## src/rtl/pcie_mem_completer_if.sv

```systemverilog
// AXI-Stream request (rx) and completion (tx) channels of the memory completer.
// A beat transfers on a rising edge where tvalid and tready are both high; a source holds a valid beat stable until that edge.
interface pcie_mem_completer_if;
    logic [255:0] m_axis_rx_tdata;
    logic [31:0]  m_axis_rx_tkeep;
    logic         m_axis_rx_tlast;
    logic         m_axis_rx_tvalid;
    logic         m_axis_rx_tready;
    logic [255:0] s_axis_tx_tdata;
    logic [31:0]  s_axis_tx_tkeep;
    logic         s_axis_tx_tlast;
    logic         s_axis_tx_tvalid;
    logic         s_axis_tx_tready;
    logic [3:0]   s_axis_tx_tuser;

    // Completer side: consumes requests, sources completions.
    modport slave (
        input  m_axis_rx_tdata, m_axis_rx_tkeep, m_axis_rx_tlast, m_axis_rx_tvalid,
        output m_axis_rx_tready,
        output s_axis_tx_tdata, s_axis_tx_tkeep, s_axis_tx_tlast, s_axis_tx_tvalid, s_axis_tx_tuser,
        input  s_axis_tx_tready
    );

    // Endpoint side: sources requests, consumes completions.
    modport master (
        output m_axis_rx_tdata, m_axis_rx_tkeep, m_axis_rx_tlast, m_axis_rx_tvalid,
        input  m_axis_rx_tready,
        input  s_axis_tx_tdata, s_axis_tx_tkeep, s_axis_tx_tlast, s_axis_tx_tvalid, s_axis_tx_tuser,
        output s_axis_tx_tready
    );
endinterface

```

## src/rtl/pcie_mem_completer.sv

```systemverilog
// PCIe MRd32/MWr32 completer backed by a 16 x 32-bit register file; single-beat CplD responses.
// Optional macro PCIE_CPL_UR_EN: unsupported MRd32 gets an Unsupported Request Cpl instead of being dropped.
module pcie_mem_completer (
    input  logic                     user_clk,
    input  logic                     user_reset,
    pcie_mem_completer_if.slave      axis,
    input  logic [15:0]              cfg_completer_id,
    output logic [15:0]              drop_count,
    output logic [1:0]               dbg_state_o
);
    typedef enum logic [1:0] {
        ST_IDLE  = 2'd0,
        ST_DRAIN = 2'd1,
        ST_CPL   = 2'd2
    } state_t;

    state_t        state_q;
    logic          pend_q;
    logic [255:0]  tx_data_q;
    logic [31:0]   tx_keep_q;
    logic          tx_valid_q;
    logic [15:0]   drop_q;
    logic [31:0]   regs_q [16];

    logic [31:0] dw0, dw1, dw2, dw3;
    logic [1:0]  fmt;
    logic [4:0]  typ;
    logic [9:0]  len;
    logic [15:0] req_id;
    logic [7:0]  tag;
    logic [3:0]  first_be;
    logic [3:0]  idx;
    logic        is_mrd, is_mwr, shape_ok;
    logic        rx_ready, rx_hs, first_hs, wr_en;
    logic        cpl_ok, cpl_ur, need_cpl, drop_tlp;
    logic [31:0] cpl_dw2;
    logic [255:0] cpl_data;
    logic [31:0]  cpl_keep;

    assign dw0      = axis.m_axis_rx_tdata[31:0];
    assign dw1      = axis.m_axis_rx_tdata[63:32];
    assign dw2      = axis.m_axis_rx_tdata[95:64];
    assign dw3      = axis.m_axis_rx_tdata[127:96];
    assign fmt      = dw0[30:29];
    assign typ      = dw0[28:24];
    assign len      = dw0[9:0];
    assign req_id   = dw1[31:16];
    assign tag      = dw1[15:8];
    assign first_be = dw1[3:0];
    assign idx      = dw2[5:2];

    assign is_mrd   = (fmt == 2'b00) && (typ == 5'd0);
    assign is_mwr   = (fmt == 2'b10) && (typ == 5'd0);
    assign shape_ok = (len == 10'd1) && (dw2[31:6] == 26'd0);

    // Ready is a decode of registered state, forced low while reset is held.
    assign rx_ready = !user_reset && (state_q != ST_CPL);
    assign rx_hs    = axis.m_axis_rx_tvalid && rx_ready;
    assign first_hs = rx_hs && (state_q == ST_IDLE);
    assign wr_en    = first_hs && is_mwr && shape_ok;

    assign cpl_ok = is_mrd && shape_ok;
`ifdef PCIE_CPL_UR_EN
    assign cpl_ur = is_mrd && !shape_ok;
`else
    assign cpl_ur = 1'b0;
`endif
    assign need_cpl = cpl_ok || cpl_ur;
    assign drop_tlp = !(is_mwr && shape_ok) && !need_cpl;

    always_comb begin
        cpl_dw2 = {req_id, tag, 1'b0, dw2[6:0]};
        if (cpl_ur) begin
            cpl_data = {128'd0, 32'd0, cpl_dw2,
                        {cfg_completer_id, 3'b001, 1'b0, 12'd0}, 32'h0A00_0000};
            cpl_keep = 32'h0000_0FFF;
        end else begin
            cpl_data = {128'd0, regs_q[idx], cpl_dw2,
                        {cfg_completer_id, 3'b000, 1'b0, 12'd4}, 32'h4A00_0001};
            cpl_keep = 32'h0000_FFFF;
        end
    end

    always_ff @(posedge user_clk or posedge user_reset) begin
        if (user_reset) begin
            for (int i = 0; i < 16; i++) regs_q[i] <= '0;
        end else if (wr_en) begin
            for (int b = 0; b < 4; b++)
                if (first_be[b]) regs_q[idx][b*8 +: 8] <= dw3[b*8 +: 8];
        end
    end

    // Completion payload is captured at the first beat; DRAIN only waits out trailing beats.
    always_ff @(posedge user_clk or posedge user_reset) begin
        if (user_reset) begin
            state_q    <= ST_IDLE;
            pend_q     <= 1'b0;
            tx_data_q  <= '0;
            tx_keep_q  <= '0;
            tx_valid_q <= 1'b0;
            drop_q     <= '0;
        end else begin
            case (state_q)
                ST_IDLE: begin
                    if (first_hs) begin
                        if (drop_tlp && (drop_q != 16'hFFFF)) drop_q <= drop_q + 16'd1;
                        if (need_cpl) begin
                            tx_data_q <= cpl_data;
                            tx_keep_q <= cpl_keep;
                        end
                        if (!axis.m_axis_rx_tlast) begin
                            state_q <= ST_DRAIN;
                            pend_q  <= need_cpl;
                        end else if (need_cpl) begin
                            state_q    <= ST_CPL;
                            tx_valid_q <= 1'b1;
                        end
                    end
                end
                ST_DRAIN: begin
                    if (rx_hs && axis.m_axis_rx_tlast) begin
                        pend_q <= 1'b0;
                        if (pend_q) begin
                            state_q    <= ST_CPL;
                            tx_valid_q <= 1'b1;
                        end else begin
                            state_q <= ST_IDLE;
                        end
                    end
                end
                ST_CPL: begin
                    if (axis.s_axis_tx_tready) begin
                        tx_valid_q <= 1'b0;
                        state_q    <= ST_IDLE;
                    end
                end
                default: state_q <= ST_IDLE;
            endcase
        end
    end

    logic unused_ok;
    assign unused_ok = ^{axis.m_axis_rx_tkeep, axis.m_axis_rx_tdata[255:128],
                         dw0[31], dw0[23:10], dw1[7:4]};

    assign axis.m_axis_rx_tready = rx_ready;
    assign axis.s_axis_tx_tdata  = tx_data_q;
    assign axis.s_axis_tx_tkeep  = tx_keep_q;
    assign axis.s_axis_tx_tlast  = 1'b1;
    assign axis.s_axis_tx_tvalid = tx_valid_q;
    assign axis.s_axis_tx_tuser  = 4'd0;
    assign drop_count            = drop_q;
    assign dbg_state_o           = state_q;
endmodule

```

## src/flat_wrapper.sv

```systemverilog
// flat-port wrapper written by rule: the top's interface ports become plain ports
module pcie_mem_completer_flat 
  (user_clk, user_reset, cfg_completer_id, drop_count, dbg_state_o, axis_m_axis_rx_tdata, axis_m_axis_rx_tkeep, axis_m_axis_rx_tlast, axis_m_axis_rx_tvalid, axis_m_axis_rx_tready, axis_s_axis_tx_tdata, axis_s_axis_tx_tkeep, axis_s_axis_tx_tlast, axis_s_axis_tx_tvalid, axis_s_axis_tx_tuser, axis_s_axis_tx_tready);
  pcie_mem_completer_if axis_i ();
  input  logic user_clk;
  input  logic user_reset;
  input  logic [15:0] cfg_completer_id;
  output logic [15:0] drop_count;
  output logic [1:0] dbg_state_o;
  input wire logic [$bits(axis_i.m_axis_rx_tdata)-1:0] axis_m_axis_rx_tdata;
  input wire logic [$bits(axis_i.m_axis_rx_tkeep)-1:0] axis_m_axis_rx_tkeep;
  input wire logic [$bits(axis_i.m_axis_rx_tlast)-1:0] axis_m_axis_rx_tlast;
  input wire logic [$bits(axis_i.m_axis_rx_tvalid)-1:0] axis_m_axis_rx_tvalid;
  output wire logic [$bits(axis_i.m_axis_rx_tready)-1:0] axis_m_axis_rx_tready;
  output wire logic [$bits(axis_i.s_axis_tx_tdata)-1:0] axis_s_axis_tx_tdata;
  output wire logic [$bits(axis_i.s_axis_tx_tkeep)-1:0] axis_s_axis_tx_tkeep;
  output wire logic [$bits(axis_i.s_axis_tx_tlast)-1:0] axis_s_axis_tx_tlast;
  output wire logic [$bits(axis_i.s_axis_tx_tvalid)-1:0] axis_s_axis_tx_tvalid;
  output wire logic [$bits(axis_i.s_axis_tx_tuser)-1:0] axis_s_axis_tx_tuser;
  input wire logic [$bits(axis_i.s_axis_tx_tready)-1:0] axis_s_axis_tx_tready;
  assign axis_i.m_axis_rx_tdata = axis_m_axis_rx_tdata;
  assign axis_i.m_axis_rx_tkeep = axis_m_axis_rx_tkeep;
  assign axis_i.m_axis_rx_tlast = axis_m_axis_rx_tlast;
  assign axis_i.m_axis_rx_tvalid = axis_m_axis_rx_tvalid;
  assign axis_m_axis_rx_tready = axis_i.m_axis_rx_tready;
  assign axis_s_axis_tx_tdata = axis_i.s_axis_tx_tdata;
  assign axis_s_axis_tx_tkeep = axis_i.s_axis_tx_tkeep;
  assign axis_s_axis_tx_tlast = axis_i.s_axis_tx_tlast;
  assign axis_s_axis_tx_tvalid = axis_i.s_axis_tx_tvalid;
  assign axis_s_axis_tx_tuser = axis_i.s_axis_tx_tuser;
  assign axis_i.s_axis_tx_tready = axis_s_axis_tx_tready;
  pcie_mem_completer u_core (.user_clk(user_clk), .user_reset(user_reset), .axis(axis_i), .cfg_completer_id(cfg_completer_id), .drop_count(drop_count), .dbg_state_o(dbg_state_o));
endmodule
```

## config.mk

```make
export PLATFORM = sky130hd
export DESIGN_NAME = pcie_mem_completer_flat
export DESIGN_NICKNAME = d
export VERILOG_FILES = /design/src/rtl/pcie_mem_completer_if.sv /design/src/rtl/pcie_mem_completer.sv /design/src/flat_wrapper.sv
export SDC_FILE = /design/constraint.sdc
export NUM_CORES = 1
export LEC_CHECK = 0
export BUFFER_PORTS_ARGS = -buffer_cell sky130_fd_sc_hd__clkbuf_2
export CELL_PAD_IN_SITES_DETAIL_PLACEMENT = 0
export CELL_PAD_IN_SITES_GLOBAL_PLACEMENT = 1
export CORE_UTILIZATION = 35
export DETAILED_ROUTE_END_ITERATION = 8
export PLACE_DENSITY_LB_ADDON = 0.1
export SKIP_CTS_REPAIR_TIMING = 1
export SLEW_MARGIN = 25
export SYNTH_ARGS = -nofsm -noshare
export SYNTH_HDL_FRONTEND = slang
export SYNTH_SLANG_ARGS = --single-unit
```

## constraint.sdc

```tcl
create_clock -name user_clk -period 15.9 [get_ports user_clk]
set_input_delay 0 -clock user_clk [delete_from_list [all_inputs] [get_ports user_clk]]
set_output_delay 0 -clock user_clk [all_outputs]
set_load 0.03 [all_outputs]
```

# ---- After elaboration in Yosys (flattened, before gate mapping)
# Cells that the tools add are included.
dict set report word_totals {
  output_inout_bits 313
  reg_bits 617
  in_bits 309
  word_cells 108
}
dict set report classes {
  magnitude_cmp 2
  n_addsub 1
  bitwise 1
  n_reduce_logical 28
  eq_ne 14
  mux 40
}
# operator count
set op_table {}
lappend op_table {{two-way mux 512 bit} 7}
lappend op_table {{bitwise mux 512 bit} 4}
lappend op_table {{demux 32 bit (select 4 bit)} 4}
lappend op_table {{binary-select mux 32 bit (select 4 bit)} 1}
lappend op_table {{two-way mux 32 bit} 3}
lappend op_table {{logical NOT 26 bit} 1}
lappend op_table {{two-way mux 24 bit} 1}
lappend op_table {{adder 16 x 1 -> 16 bit, second input constant} 1}
lappend op_table {{two-way mux 16 bit} 1}
lappend op_table {{inequality test 16 bit, second input constant} 1}
lappend op_table {{logical AND 1 bit} 14}
lappend op_table {{two-way mux 2 bit} 6}
lappend op_table {{== test 10 x 1 -> 1 bit, second input constant} 1}
lappend op_table {{two-way mux 1 bit} 9}
lappend op_table {{two-way mux 8 bit} 1}
lappend op_table {{inequality test 2 x 1 -> 1 bit, second input constant} 4}
lappend op_table {{inequality test 2 bit, second input constant} 4}
lappend op_table {{AND reduction 4 bit} 2}
lappend op_table {{AND reduction 7 bit} 1}
lappend op_table {{case mux 2 bit (3 select lines)} 1}
lappend op_table {{AND reduction 3 bit} 2}
lappend op_table {{>= comparator 5 bit, second input constant} 1}
lappend op_table {{logical NOT 5 bit} 1}
lappend op_table {{less-than comparator 5 x 1 -> 1 bit, second input constant} 1}
lappend op_table {{10 further kinds} 14}

# ---- Depth between registers and ports, before layout
# Gate-level depths: netlist of run 1.
dict set report depth {
  ltp_word 16
  depth_mapped 10
  mapped_depth_nobuf 7
}

# ---- Worst setup path after synthesis of run 1
# Ideal clock, no wire load.
dict set report synth_path {
  kind {register to register}
  from {register u_core.state_q[0], in the netlist u_core.dbg_state_o[0]}
  to {register u_core.regs_q[184] in the netlist's numbering}
  required_ns 15.775
  setup_slack_ns 12.730
  t_arrival_ns 3.045
  path_buffers 2
  stages_incl_launch_ff 10
  period_less_slack_ns 3.170
  setup_time_ns 0.125
  path_cell_list {dfrtp_1 -> inv_1 -> ha_1 -> nand4bb_1 -> clkbuf_1 -> or4_1 -> or4_1 -> buf_4 -> nor3_4 -> mux2_2}
}
dict set report synth_between {
  elab_chain_cells 6
  elab_cells_between_ends 7
  cone_classes {eq/ne: 1; reduce/logical: 6}
}
# element line_no
set synth_lines {}
lappend synth_lines {{start, declared} pcie_mem_completer.sv:17} ;# state_t state_q;
lappend synth_lines {{start signal, assigned} pcie_mem_completer.sv:96} ;# state_q <= ST_IDLE;
lappend synth_lines {{start signal, assigned} pcie_mem_completer.sv:112} ;# state_q <= ST_DRAIN;
lappend synth_lines {{start signal, assigned} pcie_mem_completer.sv:115} ;# state_q <= ST_CPL;
lappend synth_lines {{inequality test 2 bit} pcie_mem_completer.sv:57} ;# assign rx_ready = !user_reset && (state_q != ST_CPL);
lappend synth_lines {{logical AND 1 bit} pcie_mem_completer.sv:57}
lappend synth_lines {{logical AND 1 bit} pcie_mem_completer.sv:58} ;# assign rx_hs = axis.m_axis_rx_tvalid && rx_ready;
lappend synth_lines {{logical AND 1 bit (*)} pcie_mem_completer.sv:59} ;# assign first_hs = rx_hs && (state_q == ST_IDLE);
lappend synth_lines {{logical AND 1 bit (*) (2 in a row)} pcie_mem_completer.sv:60} ;# assign wr_en = first_hs && is_mwr && shape_ok;
lappend synth_lines {{end signal, assigned by index} pcie_mem_completer.sv:89} ;# if (first_be[b]) regs_q[idx][b*8 +: 8] <= dw3[b*8 +: 8];
lappend synth_lines {{end, declared} pcie_mem_completer.sv:23} ;# logic [31:0] regs_q [16];
# Mark *: on every way between the ends. The rest lies on a longest branch, timed or not.
# A chain may end at the register's enable or synchronous reset.

# ---- Worst setup path after layout of run 1
dict set report layout_path {
  from {register u_core.state_q[0], in the netlist u_core.dbg_state_o[0]}
  to {register u_core.regs_q[429] in the netlist's numbering}
}
# Same word-level chain as after synthesis.

==> impl_metrics.tcl, run 1 <==
set metrics [dict create \
    peakVddDrop_mv 0.0598 \
    avgRoutedWirePerCell_um 22.4 \
    start_util_pct 35.5 \
    crit_path_end_kind "register" \
    netlist_area_um2 28700 \
    nets 2567 \
    synth-edff-count 0 \
    yosys_warnings 0 \
    synthCells 1952 \
    clkTransAtPathRegs_ps 50 \
    final_util_pct 41.4 \
    dpl_cell_area_um2 30200 \
    place_inst 3153 \
    async_flop_share_pct 100 \
    setup_viol 0 \
    critPathArrivalTime_ps 4670 \
    synthTopCellsByCount "612 x dfrtp_1, 591 x mux2_2, 214 x buf_4" \
    required_ps 16380 \
    dieWidth_um 289 \
    dieArea_um2 83200 \
    maxCapViolCount 0 \
    yosysMostFrequentCell "dfrtp_1" \
    vias 16805 \
    place_congestion 0.734 \
    clock_sinks 612 \
    grt_max_degree 165 \
    max_freq_mhz 239 \
    setup.worst_path.class "reg -> reg" \
    synth-seq-cells 612 \
    drtPass1Iterations 9 \
    root_buffer "clkbuf_16" \
    period_share_pct 26.3 \
    min_path_type "in -> reg" \
    synth_top_area_cell "dfrtp_1" \
    antenna_left 0 \
    overflow 0 \
    cts_max_level 3 \
    cts_buffers 72 \
    drt-total-wl_um 75400 \
    syn_to_final_growth_pct 16.6 \
    avgSynthCellArea_um2 14.7 \
    design.core.area_um2 80900 \
    ys_types 46 \
    netlist.area_leader.share_pct 53.3 \
    antenna_found_initial 5 \
    synthTopCellsByArea "dfrtp_1 53%, mux2_2 23%, mux4_2 10%" \
    synth_ff_type "dfrtp_1" \
    fin_cells 3367 \
    cts_tree "yes" \
    cts_buffer_depth 3 \
    vias_per_cell 4.99 \
    cp_max_fo 16 \
    grt_pass1_wl_um 113000 \
    track_usage_pct 18.2 \
    setup_tns_ps 0 \
    finalInstanceArea_um2 33500 \
    p_per_area_nw_per_um2 104 \
    leakagePower_nw 16.9 \
    grt_pass1_vias 17335 \
    fin_skew_ps 27.7 \
    slew_headroom_pct 31.3 \
    setup_ws_ps 11710 \
    tightest_slew_ps 1030 \
    fin_crit_ps 4190 \
    finalHoldViolations 0 \
    violations "design-rule violations" \
    drt_iter0_drc 731 \
    pre_cts_slack_ps 11150 \
    io_buffers 249 \
    dp_hpwl_um 48600 \
    final_layout_size_suffix_gt1_share_pct 48.6 \
    drcViolationCount 52 \
    die_y_um 289 \
    rsz0062_at_grt "false" \
    row_count 104 \
    seq_area_frac_synth_pct 53.3 \
    critPathLaunchType "register" \
    slew_violations 0 \
    run_status "finished with violations" \
    io_pins 622 \
    clkLatencyLatePin_ps 610 \
]
## state kept, by name, indices dropped and copies added (netlist names)
signal	flops
u_core.pend_q	1
u_core.drop_count	16
u_core.regs_q	512
u_core.dbg_state_o	2
u_core.axis.s_axis_tx_tdata	80
u_core.axis.s_axis_tx_tvalid	1
## logic make-up after synthesis
kind of cell             after synthesis  synth area share [%]
AO/OA/AOI/OAI                         74                  1.93
flip-flops                           612                  53.3
multiplexers                         722                  33.3
other                                  2                0.0261
buffers and inverters                323                  7.08
adder cells (fa/ha/maj)                4                 0.174
XOR/XNOR                              14                 0.427
AND/OR/NAND/NOR                      201                  3.75
## layout by cell type, fill, tap and decap left out, types with 17 or more instances in the layout
cell           instances
buf_4                 17
mux4_2               128
dlygate4sd3_1         85
dfrtp_1              612
nor2_1                18
clkbuf_8              19
a22oi_1               64
nand2_1               96
conb_1               193
clkbuf_16             74
mux2_2               591
clkbuf_2             247
## layout make-up
type | count | area, um^2
fillers | 7557 | 47400
flip-flops and latches | 612 | 15300
multi-input cells | 1208 | 12200
repair buffers | 356 | 2330
clock buffers | 106 | 2160
well taps | 1060 | 1330
clock inverters | 20 | 194
inverters | 4 | 18.8
diodes | 1 | 2.50
## report_power, final
part           total [mW]  switching, mW  internal [mW]
Clock                1.64          0.648          0.988
Combinational       0.277          0.206         0.0713
Sequential           1.58         0.0105           1.57
Total                3.49          0.864           2.63
## layer usage
layer  vias to the layer above  GRT usage [%]  share of wire, %
met5                         -              0                 0
met4                         0           5.87               2.7
met3                       124           2.79               3.9
met2                       413           30.6                49
met1                      8919           24.1                44
li1                       7349              -                 -
## critical path, stage by stage (launching register included)
cell and delay, ps:
dfrtp_1 400, inv_1 120, ha_1 320, nand4bb_1 530, or4_1 730, nor4_4 750, nand2_1 740, mux2_2 480
## path summary, 6_finish.rpt
path                                            startpoint                              end  slack, ps  depth (start not counted)
setup / recovery                     u_core.dbg_state_o[0]               u_core.regs_q[429]      11710                          7
hold / removal                       axis_s_axis_tx_tready            u_core.dbg_state_o[0]         10                          4
setup reg to reg                     u_core.dbg_state_o[0]               u_core.regs_q[429]      11710                          7
hold reg to reg            u_core.axis.s_axis_tx_tdata[75]  u_core.axis.s_axis_tx_tdata[75]        490                          1
min in group asynchronous                       user_reset  u_core.axis.s_axis_tx_tdata[89]        280                          3
max in group asynchronous                       user_reset                u_core.regs_q[19]      12080                          8
## per-stage QoR
| step | power (mW) | hold slack, ps |
|---|---|---|
| 2_1_floorplan | 1.82 | 112 |
| 3_3_place_gp | 1.87 | 228 |
| 3_5_place_dp | 1.87 | 234 |
| 4_1_cts | 3.54 | -409 |
| 5_1_grt | 3.64 | 19.8 |
| 6_report | 3.49 | 13.1 |
Note: power is estimated with default switching activity, not from simulation.
==> run 2: changes to the inputs <==
==> constraint.sdc (replaced) <==
create_clock -name user_clk -period 3.95 [get_ports user_clk]
set_input_delay 0 -clock user_clk [delete_from_list [all_inputs] [get_ports user_clk]]
set_output_delay 0 -clock user_clk [all_outputs]
set_load 0.03 [all_outputs]
==> run 2 against run 1 <==
The flow finishes with violations (design-rule violations, negative hold slack). Die area stayed put. Setup slack worse by 11000 ps. Via count is 0.52% lower.
==> impl_metrics.tcl, run 2 (same netlist as run 1, synthesis figures left out) <==
set metrics [dict create \
    multi_input_area_um2 12200 \
    syn_to_final_growth_pct 17.1 \
    dp_hpwl_um 48800 \
    vias_per_cell 4.96 \
    drt-total-wl_um 75900 \
    period_share_pct 92.7 \
    critPathArrivalTime_ps 4140 \
    use_met1_pct 24.1 \
    grt_max_degree 151 \
    worst_path_most_repeated_cell "or4_1" \
    drcViolationCount 51 \
    fin_skew_ps 16.4 \
    crit_path_end_kind "register" \
    avgRoutedWirePerCell_um 22.5 \
    clock_sinks 612 \
    fillerInstances 7431 \
    dieArea_um2 83200 \
    cts_max_level 3 \
    row_count 104 \
    io_pins 622 \
    tightest_slew_ps 924 \
    hold_ws_ps -22.1 \
    maxCapViolCount 0 \
    r2r_start "u_core.dbg_state_o[0]" \
    nets 2570 \
    path_cells "inv_1, ha_1, nand4bb_1, or4_1, or4_1, nor2_2, mux2_2" \
    use_met3_pct 3.46 \
    final_util_pct 41.6 \
    violations "design-rule violations, negative hold slack" \
    grt_pass1_vias 17216 \
    vias 16718 \
    drtPass1Iterations 9 \
    design.core.area_um2 80900 \
    finalHoldViolations 1 \
    slew_headroom_pct 37.9 \
    crit_start "u_core.dbg_state_o[0]" \
    drt_iter0_drc 896 \
    cp_max_fo 8 \
    grt_util_met2_pct 30.6 \
    max_freq_mhz 273 \
    track_usage_pct 18.3 \
    peakVddDrop_mv 0.261 \
    final_layout_size_suffix_gt1_share_pct 48.7 \
    largest_reg_flops 512 \
    cts_tree "yes" \
    dieWidth_um 289 \
    slew_violations 0 \
    place_congestion 0.760 \
    cts_buffer_depth 3 \
    root_buffer "clkbuf_16" \
    hold_start "axis_s_axis_tx_tready" \
    leakagePower_nw 16.9 \
    setup_viol 0 \
    required_ps 4430 \
    final_common_cell "dfrtp_1" \
    rsz0062_at_grt "false" \
    overflow 0 \
    antenna_found_initial 5 \
    io_buffers 249 \
    start_util_pct 35.5 \
    critical_path.max_stage_delay_ps 790 \
    crit_slowest_cell "or4_1" \
    p_per_area_nw_per_um2 420 \
    ff_latch_area_um2 15300 \
    clkTransAtPathRegs_ps 60 \
    fin_crit_ps 3660 \
    critPathLaunchType "register" \
    run_status "finished with violations" \
    largest_register "u_core.regs_q" \
    die_y_um 289 \
    cts_buffers 72 \
    layout_common_cells "612 x dfrtp_1, 591 x mux2_2, 247 x clkbuf_2" \
    setup_tns_ps 0 \
    busiest_layer "met2" \
    clkLatencyLatePin_ps 600 \
    antenna_left 0 \
    min_path_type "in -> reg" \
    setup.worst_path.class "reg -> reg" \
    grt_pass1_wl_um 112000 \
]
-- run 2: cell type report --
cell class,instances,area share [%]
Antenna cell,4,0.0298
Clock buffer,113,6.75
Clock inverter,13,0.312
Inverter,4,0.0558
Multi-Input combinational cell,1208,36.2
Sequential cell,612,45.5
Tap cell,1060,3.94
Timing Repair Buffer,359,7.23
-- run 2: final timing paths --
| check | end | slack [ps] | cells past startpoint |
|---|---|---|---|
| max | u_core.regs_q[413] | 290 | 7 |
| min | u_core.dbg_state_o[0] | -20 | 4 |
| min reg2reg | u_core.axis.s_axis_tx_tdata[74] | 490 | 1 |
| min in group asynchronous | u_core.regs_q[32] | 220 | 3 |
| max reg2reg | u_core.regs_q[413] | 290 | 7 |
| max in group asynchronous | u_core.regs_q[115] | 2500 | 4 |
-- run 2: per-layer routing --
metal	up-vias	part of all wire, %
met4	0	2.4
met3	103	4.4
met1	8813	44
met2	414	49
met5	-	0
li1	7388	-
-- run 2: worst max-delay path, delay by kind of cell, from the launching register on --
kind | cells | cell delay (ps)
buffers and inverters | 1 | 110
flip-flops | 1 | 410
adder cells (fa/ha/maj) | 1 | 300
multiplexers | 1 | 410
AND/OR/NAND/NOR | 4 | 2290
-- run 2: power breakdown --
group          switching (mW)  internal, mW
clock network            2.64          4.00
registers              0.0466          6.31
logic                   0.827         0.293
-- run 2: per-stage QoR --
step                setup slack [ps]  instances  power, mW  instance area [um^2]
floorplan                      -4400       2143       7.34                 29500
global placement                 382       3158       7.52                 30400
detailed placement               331       3158       7.54                 30400
CTS                              296       3284       14.3                 32800
global route                    68.9       3373       14.7                 33600
finish                           289       3373       14.1                 33600
